==> src/rtl/bitonic_sort_sched_if.sv <==
// Client request and engine control bundle for the bitonic sort job scheduler.
// The scheduler takes the slave view; clients and the engine take the master view.
interface bitonic_sort_sched_if #(
  parameter int NREQ = 4,
  parameter int ADDR = 12,
  parameter int CNTW = 13
) ();
  logic [NREQ-1:0]      req;
  logic [NREQ*ADDR-1:0] req_addr;
  logic [NREQ*CNTW-1:0] req_cnt;
  logic [NREQ-1:0]      gnt;
  logic [NREQ-1:0]      done;
  logic [NREQ-1:0]      err;
  logic                 busy;
  logic                 sort_req;
  logic [ADDR-1:0]      start_addr;
  logic [CNTW-1:0]      data_count;
  logic                 sort_active;
  logic                 sort_valid;

  modport slave (
    input  req, req_addr, req_cnt, sort_active, sort_valid,
    output gnt, done, err, busy, sort_req, start_addr, data_count
  );

  modport master (
    output req, req_addr, req_cnt, sort_active, sort_valid,
    input  gnt, done, err, busy, sort_req, start_addr, data_count
  );
endinterface

==> src/rtl/bitonic_sort_sched.sv <==
// Round-robin job scheduler for the shared bitonic sort engine: grants one
// client at a time, launches the engine, counts output beats against the
// expected total and returns a per-client done or err pulse.
module bitonic_sort_sched #(
  parameter int NREQ = 4,
  parameter int ADDR = 12,
  parameter int CNTW = 13,
  parameter int TMO  = 1024
) (
  input  logic                clk,
  input  logic                rstb,
  bitonic_sort_sched_if.slave bus
);

  localparam int IW = (NREQ > 1) ? $clog2(NREQ) : 1;
  localparam int WW = $clog2(TMO + 1);
  localparam int BW = 2 * CNTW;

  typedef enum logic [2:0] {IDLE, LAUNCH, RUN, DRAIN, FINISH} state_t;

  state_t          state, state_nx;
  logic [NREQ-1:0] gnt, gnt_nx, done, done_nx, err, err_nx;
  logic            sort_req, sort_req_nx, fin_err, fin_err_nx;
  logic [ADDR-1:0] start_addr, start_addr_nx;
  logic [CNTW-1:0] data_count, data_count_nx;
  logic [BW-1:0]   exp_beats, exp_beats_nx, beat_cnt, beat_cnt_nx, beat_inc;
  logic [WW-1:0]   wdog, wdog_nx;
  logic [IW-1:0]   rr_ptr, rr_ptr_nx, gidx, gidx_nx;
  logic [IW-1:0]   win, cand;
  logic            win_vld;
  logic [ADDR-1:0] win_addr;
  logic [CNTW-1:0] win_cnt;
  logic [BW-1:0]   win_cnt_w;
  logic            wdog_exp;

  // Round-robin search starting one past the last granted client, plus winner operand mux.
  always_comb begin
    win      = '0;
    win_vld  = 1'b0;
    cand     = '0;
    win_addr = '0;
    win_cnt  = '0;
    for (int k = 1; k <= NREQ; k++) begin
      cand = IW'((int'(rr_ptr) + k) % NREQ);
      if (!win_vld && bus.req[cand]) begin
        win     = cand;
        win_vld = 1'b1;
      end
    end
    for (int k = 0; k < NREQ; k++) begin
      if (win == IW'(k)) begin
        win_addr = bus.req_addr[k*ADDR +: ADDR];
        win_cnt  = bus.req_cnt[k*CNTW +: CNTW];
      end
    end
  end

  assign win_cnt_w = {{CNTW{1'b0}}, win_cnt};
  assign beat_inc  = (bus.sort_valid && (beat_cnt != '1)) ? beat_cnt + 1'b1 : beat_cnt;
  assign wdog_exp  = (wdog == WW'(TMO - 1));

  // Next-state and next-output logic; every registered output is computed here.
  always_comb begin
    state_nx      = state;
    gnt_nx        = gnt;
    done_nx       = '0;
    err_nx        = '0;
    sort_req_nx   = sort_req;
    fin_err_nx    = fin_err;
    start_addr_nx = start_addr;
    data_count_nx = data_count;
    exp_beats_nx  = exp_beats;
    beat_cnt_nx   = beat_cnt;
    rr_ptr_nx     = rr_ptr;
    gidx_nx       = gidx;
    case (state)
      IDLE: begin
        if (win_vld && !bus.sort_active) begin
          gnt_nx        = NREQ'(1) << win;
          gidx_nx       = win;
          start_addr_nx = win_addr;
          data_count_nx = win_cnt;
          exp_beats_nx  = win_cnt_w * win_cnt_w;
          beat_cnt_nx   = '0;
          if (win_cnt == '0) begin
            fin_err_nx = 1'b1;
            state_nx   = FINISH;
          end else begin
            fin_err_nx  = 1'b0;
            sort_req_nx = 1'b1;
            state_nx    = LAUNCH;
          end
        end
      end
      LAUNCH: begin
        if (bus.sort_active) begin
          sort_req_nx = 1'b0;
          state_nx    = RUN;
        end else if (wdog_exp) begin
          sort_req_nx = 1'b0;
          fin_err_nx  = 1'b1;
          state_nx    = FINISH;
        end
      end
      RUN: begin
        beat_cnt_nx = beat_inc;
        if (beat_inc > exp_beats) begin
          fin_err_nx = 1'b1;
          state_nx   = FINISH;
        end else if (!bus.sort_active) begin
          state_nx = DRAIN;
        end
      end
      DRAIN: begin
        beat_cnt_nx = beat_inc;
        if (beat_inc > exp_beats) begin
          fin_err_nx = 1'b1;
          state_nx   = FINISH;
        end else if (beat_inc == exp_beats) begin
          fin_err_nx = 1'b0;
          state_nx   = FINISH;
        end else if (wdog_exp && !bus.sort_valid) begin
          fin_err_nx = 1'b1;
          state_nx   = FINISH;
        end
      end
      FINISH: begin
        done_nx   = fin_err ? '0 : gnt;
        err_nx    = fin_err ? gnt : '0;
        gnt_nx    = '0;
        rr_ptr_nx = gidx;
        state_nx  = IDLE;
      end
      default: state_nx = IDLE;
    endcase
    // Watchdog restarts on any state change or beat and only runs while waiting on the engine.
    if ((state_nx != state) || bus.sort_valid) begin
      wdog_nx = '0;
    end else if ((state == LAUNCH) || (state == DRAIN)) begin
      wdog_nx = wdog + 1'b1;
    end else begin
      wdog_nx = '0;
    end
  end

  // State, output and counter registers; reset aborts any job silently.
  always_ff @(posedge clk) begin
    if (!rstb) begin
      state      <= IDLE;
      gnt        <= '0;
      done       <= '0;
      err        <= '0;
      sort_req   <= 1'b0;
      fin_err    <= 1'b0;
      start_addr <= '0;
      data_count <= '0;
      exp_beats  <= '0;
      beat_cnt   <= '0;
      wdog       <= '0;
      rr_ptr     <= '0;
      gidx       <= '0;
    end else begin
      state      <= state_nx;
      gnt        <= gnt_nx;
      done       <= done_nx;
      err        <= err_nx;
      sort_req   <= sort_req_nx;
      fin_err    <= fin_err_nx;
      start_addr <= start_addr_nx;
      data_count <= data_count_nx;
      exp_beats  <= exp_beats_nx;
      beat_cnt   <= beat_cnt_nx;
      wdog       <= wdog_nx;
      rr_ptr     <= rr_ptr_nx;
      gidx       <= gidx_nx;
    end
  end

  assign bus.gnt        = gnt;
  assign bus.done       = done;
  assign bus.err        = err;
  assign bus.busy       = (state != IDLE);
  assign bus.sort_req   = sort_req;
  assign bus.start_addr = start_addr;
  assign bus.data_count = data_count;

endmodule

==> src/flat_wrapper.sv <==
// flat-port wrapper written by rule: the top's interface ports become plain ports
module bitonic_sort_sched_flat 
#(
  parameter int NREQ = 4,
  parameter int ADDR = 12,
  parameter int CNTW = 13,
  parameter int TMO  = 1024
)
  (clk, rstb, bus_req, bus_req_addr, bus_req_cnt, bus_sort_active, bus_sort_valid, bus_gnt, bus_done, bus_err, bus_busy, bus_sort_req, bus_start_addr, bus_data_count);
  bitonic_sort_sched_if #(.NREQ(NREQ), .ADDR(ADDR), .CNTW(CNTW)) bus_i ();
  input  logic clk;
  input  logic rstb;
  input wire logic [$bits(bus_i.req)-1:0] bus_req;
  input wire logic [$bits(bus_i.req_addr)-1:0] bus_req_addr;
  input wire logic [$bits(bus_i.req_cnt)-1:0] bus_req_cnt;
  input wire logic [$bits(bus_i.sort_active)-1:0] bus_sort_active;
  input wire logic [$bits(bus_i.sort_valid)-1:0] bus_sort_valid;
  output wire logic [$bits(bus_i.gnt)-1:0] bus_gnt;
  output wire logic [$bits(bus_i.done)-1:0] bus_done;
  output wire logic [$bits(bus_i.err)-1:0] bus_err;
  output wire logic [$bits(bus_i.busy)-1:0] bus_busy;
  output wire logic [$bits(bus_i.sort_req)-1:0] bus_sort_req;
  output wire logic [$bits(bus_i.start_addr)-1:0] bus_start_addr;
  output wire logic [$bits(bus_i.data_count)-1:0] bus_data_count;
  assign bus_i.req = bus_req;
  assign bus_i.req_addr = bus_req_addr;
  assign bus_i.req_cnt = bus_req_cnt;
  assign bus_i.sort_active = bus_sort_active;
  assign bus_i.sort_valid = bus_sort_valid;
  assign bus_gnt = bus_i.gnt;
  assign bus_done = bus_i.done;
  assign bus_err = bus_i.err;
  assign bus_busy = bus_i.busy;
  assign bus_sort_req = bus_i.sort_req;
  assign bus_start_addr = bus_i.start_addr;
  assign bus_data_count = bus_i.data_count;
  bitonic_sort_sched #(.NREQ(NREQ), .ADDR(ADDR), .CNTW(CNTW), .TMO(TMO)) u_core (.clk(clk), .rstb(rstb), .bus(bus_i));
endmodule
==> config.mk <==
export PLATFORM = sky130hd
export DESIGN_NAME = bitonic_sort_sched_flat
export DESIGN_NICKNAME = d
export VERILOG_FILES = /design/src/rtl/bitonic_sort_sched_if.sv /design/src/rtl/bitonic_sort_sched.sv /design/src/flat_wrapper.sv
export SDC_FILE = /design/constraint.sdc
export NUM_CORES = 1
export LEC_CHECK = 0
export ABC_AREA = 1
export CAP_MARGIN = 10
export CORE_MARGIN = 5
export CORE_UTILIZATION = 28
export CTS_CLUSTER_DIAMETER = 50
export DETAILED_ROUTE_END_ITERATION = 10
export GPL_ROUTABILITY_DRIVEN = 0
export HOLD_SLACK_MARGIN = 0.12
export PLACE_DENSITY_LB_ADDON = 0.1
export SLEW_MARGIN = 20
export SYNTH_ARGS = -nofsm -noshare
export SYNTH_HDL_FRONTEND = slang
export SYNTH_SLANG_ARGS = --single-unit
==> constraint.sdc <==
create_clock -name clk -period 15.81 [get_ports clk]
set_input_delay 1.581 -clock clk [delete_from_list [all_inputs] [get_ports clk]]
set_output_delay 1.581 -clock clk [all_outputs]
set_load 0.02 [all_outputs]
Word level (Yosys, flattened, before mapping)
Index checks and enable logic that the tools add are counted.
{ "totals": {"reg_bits": 109, "input_bits": 108, "output_inout_bits": 39, "wordCells": 130} }
{ "op_classes": {"addsub": 6, "n_mul": 1, "order_cmp": 5, "eq_ne": 18, "shifts": 1, "mux": 53, "bitwise_logic": 3, "n_reduce_logical": 30} }
{ "ops": {"columns": ["operator", "count"], "rows": [
  ["$mux 13", 4],
  ["$mux 26", 2],
  ["$pmux 26 s2", 1],
  ["$mux 12", 4],
  ["$mux 3", 9],
  ["$add 26x1->26 const B", 1],
  ["$eq 26x26->1", 1],
  ["$gt 26x26->1", 1],
  ["$mul 13x13->26", 1],
  ["$ne 26x26->1 const B", 1],
  ["$mux 1", 20],
  ["$logic_not 13->1", 1],
  ["$lt 2x3->1 const B", 4],
  ["$pmux 3 s4", 1],
  ["$add 11x1->11 const B", 1],
  ["$eq 11x10->1 const B", 1],
  ["$bmux 1 s2", 4],
  ["$mux 2", 4],
  ["$pmux 4 s2", 1],
  ["$eq 3x2->1 const B", 2],
  ["$logic_and 1x1->1", 6],
  ["$ne 2x1->1 const B", 3],
  ["$reduce_and 2->1", 3],
  ["$reduce_and 6->1", 1],
  ["26 further kinds", 40]
]} }

Longest topological paths before layout
Gate-level depths: netlist (run 1).
{ "logic_depth": {"depth_word": 25, "depth_mapped": 41, "ltp_nobuf": 39} }

Worst setup path after synthesis (run 1)
Ideal clock, no wire load.
{ "synth_timing": {"path_kind": "input-to-reg", "start": "input port bus_req[2]", "end": "register u_core.exp_beats[22]", "arrival_time_ns": 7.683, "required_ns": 15.679, "slack_ns": 7.997, "path_stages": 36, "n_path_buf": 2, "path_cell_list": "nand2_1 -> nand2_1 -> nand2_1 -> nand2_2 -> inv_2 -> nand2_2 -> nor2_4 -> nand2_4 -> nand2_8 -> nand2_2 -> buf_6 -> nor2_1 -> a21oi_4 -> inv_1 -> clkbuf_1 -> nand2_1 -> fa_1 -> fa_1 -> inv_1 -> fa_1 -> fa_1 -> inv_1 -> fa_1 -> inv_1 -> ha_1 -> a21o_1 -> a21oi_1 -> o21ai_0 -> a21boi_0 -> o21ai_0 -> a21boi_0 -> o21ai_0 -> nand3_1 -> nand2_1 -> nand2_1 -> a31oi_1"} }
{ "synth_via": {"elab_chain_cells": 18, "word_cells_on_any_way": 33} }
{ "synth_rtl": {"columns": ["item", "line_no", "rtl"], "rows": [
  ["from (decl)", "flat_wrapper.sv:13", "input wire logic [$bits(bus_i.req)-1:0] bus_req;"],
  ["$bmux 1 s2", "bitonic_sort_sched.sv:45", "if (!win_vld && bus.req[cand]) begin"],
  ["$mux 1 (implied by the code)", "bitonic_sort_sched.sv:45", null],
  ["$mux 1", "bitonic_sort_sched.sv:45", null],
  ["$logic_not 1->1", "bitonic_sort_sched.sv:45", null],
  ["$logic_and 1x1->1", "bitonic_sort_sched.sv:45", null],
  ["$mux 1", "bitonic_sort_sched.sv:45", null],
  ["$logic_not 1->1", "bitonic_sort_sched.sv:45", null],
  ["$logic_and 1x1->1", "bitonic_sort_sched.sv:45", null],
  ["$mux 1", "bitonic_sort_sched.sv:45", null],
  ["$logic_not 1->1", "bitonic_sort_sched.sv:45", null],
  ["$logic_and 1x1->1", "bitonic_sort_sched.sv:45", null],
  ["$mux 2", "bitonic_sort_sched.sv:45", null],
  ["$logic_not 2->1", "bitonic_sort_sched.sv:51", "if (win == IW'(k)) begin"],
  ["$mux 13 (4 in series)", "bitonic_sort_sched.sv:51", null],
  ["$mul 13x13->26", "bitonic_sort_sched.sv:83", "exp_beats_nx = win_cnt_w * win_cnt_w;"],
  ["to (signal assigned)", "bitonic_sort_sched.sv:171", "exp_beats <= exp_beats_nx;"],
  ["to (decl)", "bitonic_sort_sched.sv:26", "logic [BW-1:0] exp_beats, exp_beats_nx, beat_cnt, beat_cnt_nx, beat_inc;"]
]} }
Parallel ways exist; a longest one is shown, timed or not. The select of a mux whose other input is x is not followed.
A chain may end at the register's enable or synchronous reset.

Worst setup path in the final report (run 1)
Same ends and word-level chain as after synthesis.

==> metrics.yaml, run 1 <==
synth.distinct_cells: 54
ys_seq_area_share_pct: 19.6
slew_headroom_pct: 34.5
path_common_cell: "nand2_1"
dr.pass1.iters: 5
syn_avg_cell_area_sq_um: 7.33
synth_ff_type: "dfxtp_1"
grt_setup_unrepaired: "false"
setup.worst_path.class: "input pin to register"
die_x_um: 207
first_iter_violations: 424
fin_tns_setup_ns: 0
critical_path.max_fanout: 22
synth.area.top_cells: "dfxtp_1 20%, fa_1 18%, inv_1 11%"
gr-total-overflow: 0
start_util_pct: 28.3
area_growth_pct: 20.3
required_ns: 16.04
hp-class: "register to register"
top_usage_layer: "met2"
cts.sinks: 107
synthSimpleGateAreaFrac_pct: 21.7
synth_top_family_by_area: "adder cells"
synth-seq-cells: 107
cts_buffer_depth: 2
period_minus_slack_ns: 9.46
synthAdderAreaFrac_pct: 28.6
max_freq_ghz: 0.106
max_stage_delay_ns: 0.81
h-tree-depth: 3
vias: 9610
drv_cap: 0
vias_per_cell: 4.51
synth_compound_area_share_pct: 12.5
ctsHoldBuffers: 0
dieArea_sq_mm: 0.0430
fin_nets: 1905
drc: 0
status: "completed"
ys_top_cells_by_count: "315 x inv_1, 266 x nand2_1, 116 x a21oi_1"
postRouteAntennaNets: 0
mappedNetlistArea_sq_mm: 0.0109
grt_pass1_vias: 10000
slowest_stage: "nor2_2"
grt_pass1_wl_mm: 52.6
cp-end-kind: "register"
synth_edf_count: 0
cts_tree: "done"
antenna_found_initial: 0
grt_util_met1_pct: 19.9
syn_nets: 1787
fillers: 4273
drive_above_1_share_pct: 5.09
core_sq_mm: 0.0386
grt_max_degree: 91
yosysWarnings: 0
ios: 147
setup_viol: 0
final.period_utilization_pct: 59.8
yosys.area.top_type: "dfxtp_1"
cts-buffers-inserted: 9
critPathLaunchType: "input pin"
drv_slew: 0
row_count: 72
synthArstFlopShare_pct: 0
clkTransAtPathRegs_ns: 0.08
wirelength_mm: 32.6
worst_skew_pair.late_latency_ns: 0.37
synth.most_common_cell: "inv_1"
num_antenna_cells: 0
fin_worst_skew_ns: 0.0179
syn_inst: 1488
worstMarginPinSlew_ns: 0.982
cts_root_buf: "clkbuf_16"
timing_hold_violations_final: 0
hold_ws_ns: 0.452
synth_xor_area_share_pct: 4.42
die_height_um: 207
grt_use_met2_pct: 25.1
post_cts_buffers: 0
synthMuxAreaShare_pct: 0
wl_per_cell_um: 15.3
synth_top_area_share_pct: 19.6
met3_usage_pct: 4.38
cp.arrival_ns: 9.69
cts_resized: 0
port_buffers: 146
track_usage_pct: 15.2
dp_hpwl_mm: 26.5
-- sequential cells by signal, summed over array words and instances (netlist names) --
name	cells
u_core.beat_cnt	26
u_core.bus.data_count	12
u_core.bus.done	4
u_core.bus.err	4
u_core.bus.gnt	4
u_core.bus.sort_req	1
u_core.bus.start_addr	12
u_core.exp_beats	25
u_core.fin_err	1
u_core.gidx	2
u_core.rr_ptr	2
u_core.state	3
u_core.wdog	11
-- cell families after synthesis --
family                     after synthesis
xor gates and xnor gates                55
buffers and inverters                  367
DFF                                    107
adders and majority gates              191
AOI/OAI and AO/OA                      243
and+or+nand+nor                        525
-- layout make-up --
cell class	instances	area [sq um]	share of cell area (%)
well taps	518	648	4.94
flip-flops and latches	107	2140	16.3
clock inverters	7	67.6	0.515
clock buffers	9	225	1.72
repair buffers	150	1490	11.3
inverters	324	1220	9.28
multi-input cells	1014	7340	55.9
-- per-layer routing --
metal | share of wire, % | vias to the layer above
li1 | - | 4878
met1 | 47 | 4501
met2 | 46 | 217
met3 | 6.6 | 14
met4 | 0.92 | 0
met5 | 0 | -
-- cell usage in the layout (no fill, tap or decap), types with 3 or more instances in the layout --
cell type | netlist | layout
fa_1 | 97 | 97
o21ai_0 | 71 | 71
nor2_2 | 15 | 15
nand4_1 | 15 | 15
a21boi_0 | 3 | 3
clkinv_1 | 3 | 3
nand3_1 | 52 | 52
o211ai_1 | 8 | 8
dfxtp_1 | 107 | 107
nand2_1 | 266 | 266
inv_1 | 315 | 315
nor2_4 | 5 | 6
ha_1 | 94 | 94
a221oi_1 | 9 | 9
a21oi_1 | 116 | 116
nor2_1 | 115 | 114
nor3_1 | 15 | 15
or2_1 | 6 | 6
nand2_4 | 5 | 5
nand2_2 | 14 | 14
clkbuf_16 | 0 | 9
xor2_1 | 38 | 38
a31oi_1 | 14 | 14
nand3_2 | 6 | 6
a211oi_1 | 3 | 3
a22o_1 | 4 | 4
o21bai_1 | 3 | 3
clkdlybuf4s50_1 | 0 | 145
buf_4 | 3 | 4
xnor2_1 | 17 | 17
inv_2 | 5 | 5
-- per-stage QoR --
step | utilization [%] | instances | instance area, sq um | worst slack [ns]
floorplan | - | 1488 | 10900 | 8.00
global placement | 33.3 | 2113 | 12800 | 6.05
detailed placement | 33.3 | 2113 | 12800 | 5.93
CTS | 34.0 | 2129 | 13100 | 6.33
global route | 34.1 | 2129 | 13100 | 5.71
finish | 34.1 | 2129 | 13100 | 6.35
-- path summary, 6_finish.rpt --
check	start	end	slack, ns	cells past startpoint
min reg2reg	u_core.gidx[0]$_SDFFE_PN0P_	u_core.rr_ptr[0]$_SDFFE_PN0P_	0.45	2
max	bus_req[2]	u_core.exp_beats[22]$_SDFFE_PN0P_	6.35	34
max reg2reg	u_core.rr_ptr[0]$_SDFFE_PN0P_	u_core.exp_beats[22]$_SDFFE_PN0P_	7.46	35
min	u_core.gidx[0]$_SDFFE_PN0P_	u_core.rr_ptr[0]$_SDFFE_PN0P_	0.45	2
-- critical path, delay by kind of cell --
family          cells  cell delay [ns]
simple gates       14             2.55
compound gates      8             1.61
buf+inv             6             1.09
fa+ha+maj           6             2.84
Power of run 1 is not shown: default switching activity piles up to over one toggle a cycle in this logic, so the estimate is an artifact.
==> run 2, diff against run 1 <==
- clock period: 15.81 -> 9.8 ns (I/O delays scaled with it)
==> metrics.yaml, run 2 (synthesis results as in run 1) <==
dp_hpwl_mm: 26.7  # was 26.5 mm
layout_commonest_cell: "inv_1"  # unchanged
status: "completed"  # unchanged
critPathLaunchType: "input pin"  # unchanged
hp-class: "register to register"  # unchanged
grt_pass1_wl_mm: 53.6  # was 52.6 mm
port_buffers: 146  # unchanged
fin_tns_setup_ns: 0  # unchanged
setup_viol: 0  # unchanged
max_stage_delay_ns: 0.56  # was 0.81 ns
antenna_found_initial: 0  # unchanged
rrSetupSlack_ns: 1.66  # was 7.46 ns
core_sq_mm: 0.0386  # unchanged
grt_max_degree: 92  # was 91
vias_per_cell: 4.49  # was 4.51
slew_headroom_pct: 35.2  # was 34.5%
drv_slew: 0  # unchanged
max_freq_ghz: 0.116
fillers: 4280  # was 4273
crit_end: "u_core.exp_beats[23]$_SDFFE_PN0P_"  # was u_core.exp_beats[22]$_SDFFE_PN0P_
fin_worst_skew_ns: 0.0131  # was 0.0179 ns
final.period_utilization_pct: 87.7
cp-end-kind: "register"  # unchanged
drc: 0  # unchanged
timing_hold_violations_final: 0  # unchanged
post_cts_buffers: 0  # unchanged
ios: 147  # unchanged
reg2reg_from: "u_core.rr_ptr[0]$_SDFFE_PN0P_"  # unchanged
drive_above_1_share_pct: 5.09  # about the same
ctsHoldBuffers: 0  # unchanged
dr.pass1.iters: 5  # unchanged
area_growth_pct: 20.6  # was 20.3%
crit_start: "bus_req[2]"  # unchanged
die_x_um: 207  # unchanged
path_common_cell: "inv_1"  # was nand2_1
gr-total-overflow: 0  # unchanged
fin_nets: 1907  # was 1905
cts_buffer_depth: 2  # unchanged
drv_cap: 0  # unchanged
track_usage_pct: 15.4  # was 15.2%
slowest_stage: "fa_1"  # was nor2_2
period_minus_slack_ns: 8.59
cts_tree: "done"  # unchanged
clkTransAtPathRegs_ns: 0.08  # about the same
worstReg2RegEnd: "u_core.exp_beats[23]$_SDFFE_PN0P_"  # was u_core.exp_beats[22]$_SDFFE_PN0P_
grt_setup_unrepaired: "false"  # unchanged
die_height_um: 207  # unchanged
wl_per_cell_um: 15.4  # was 15.3 um
h-tree-depth: 3  # unchanged
grt_pass1_vias: 10200  # was 10000
critical_path.max_fanout: 22  # unchanged
cp.arrival_ns: 8.88  # was 9.69 ns
num_antenna_cells: 0  # unchanged
worstMarginPinSlew_ns: 0.972  # was 0.982 ns
largest_register_ffs: 26  # unchanged
hp-start: "u_core.gidx[0]$_SDFFE_PN0P_"  # unchanged
vias: 9563  # was 9610
max_flop_register: "u_core.beat_cnt"  # unchanged
required_ns: 10.08  # was 16.04 ns
whs_path_depth: 2  # unchanged
wirelength_mm: 32.8  # was 32.6 mm
dieArea_sq_mm: 0.0430  # unchanged
setup.worst_path.class: "input pin to register"  # unchanged
cts_resized: 0  # unchanged
postRouteAntennaNets: 0  # unchanged
cts.sinks: 107  # unchanged
reg_top3: "u_core.beat_cnt: 26 flops, u_core.exp_beats: 25 flops"  # unchanged
reg2reg_depth: 35  # unchanged
final_cell_mix: "315 x inv_1, 266 x nand2_1, 145 x clkdlybuf4s50_1"  # unchanged
worst_skew_pair.late_latency_ns: 0.38  # was 0.37 ns
first_iter_violations: 344  # was 424
row_count: 72  # unchanged
cts_root_buf: "clkbuf_16"  # unchanged
cts-buffers-inserted: 9  # unchanged
start_util_pct: 28.3  # unchanged
run 2: per-layer routing:
metal  part of all wire (%)  track usage [%]  up-vias
met3                    6.6             4.82       19
met4                    1.1             2.90        0
li1                       -                -     4873
met1                     46             19.6     4474
met5                      0                0        -
met2                     46             25.8      197
run 2: area by class of cell:
type,instances,area (sq um),share of cell area (%)
multi-input combinational,1014,7340,55.8
sequential,107,2140,16.3
timing repair buffer,152,1500,11.4
inverter,324,1220,9.26
tap,518,648,4.93
clock buffer,9,225,1.71
clock inverter,6,82.6,0.628
run 2: critical path, delay by kind of cell:
kind	cells	cell delay, ns
compound gates	8	1.26
fa+ha+maj	6	3.03
buf+inv	10	1.55
simple gates	11	2.02
run 2: worst min path at each step:
stage	slack, ns	end
after floorplan	0.42	u_core.wdog[0]$_SDFF_PP0_
after global placement	0.44	u_core.wdog[0]$_SDFF_PP0_
after detailed placement	0.44	u_core.wdog[0]$_SDFF_PP0_
after CTS	0.46	u_core.wdog[0]$_SDFF_PP0_
after global routing	0.47	u_core.rr_ptr[0]$_SDFFE_PN0P_
final	0.45	u_core.rr_ptr[0]$_SDFFE_PN0P_
run 2: stage by stage:
step | cell area (sq um) | utilization, % | std cells | setup WS, ns | hold WS, ns
2_1_floorplan | 10900 | - | 1488 | 2.59 | 0.418
3_3_place_gp | 12800 | 33.3 | 2115 | 0.962 | 0.436
3_5_place_dp | 12800 | 33.3 | 2115 | 0.809 | 0.443
4_1_cts | 13200 | 34.1 | 2130 | 1.19 | 0.464
5_1_grt | 13200 | 34.1 | 2130 | 0.492 | 0.474
6_report | 13200 | 34.1 | 2130 | 1.21 | 0.454
Power of run 2 is left out for the same reason.
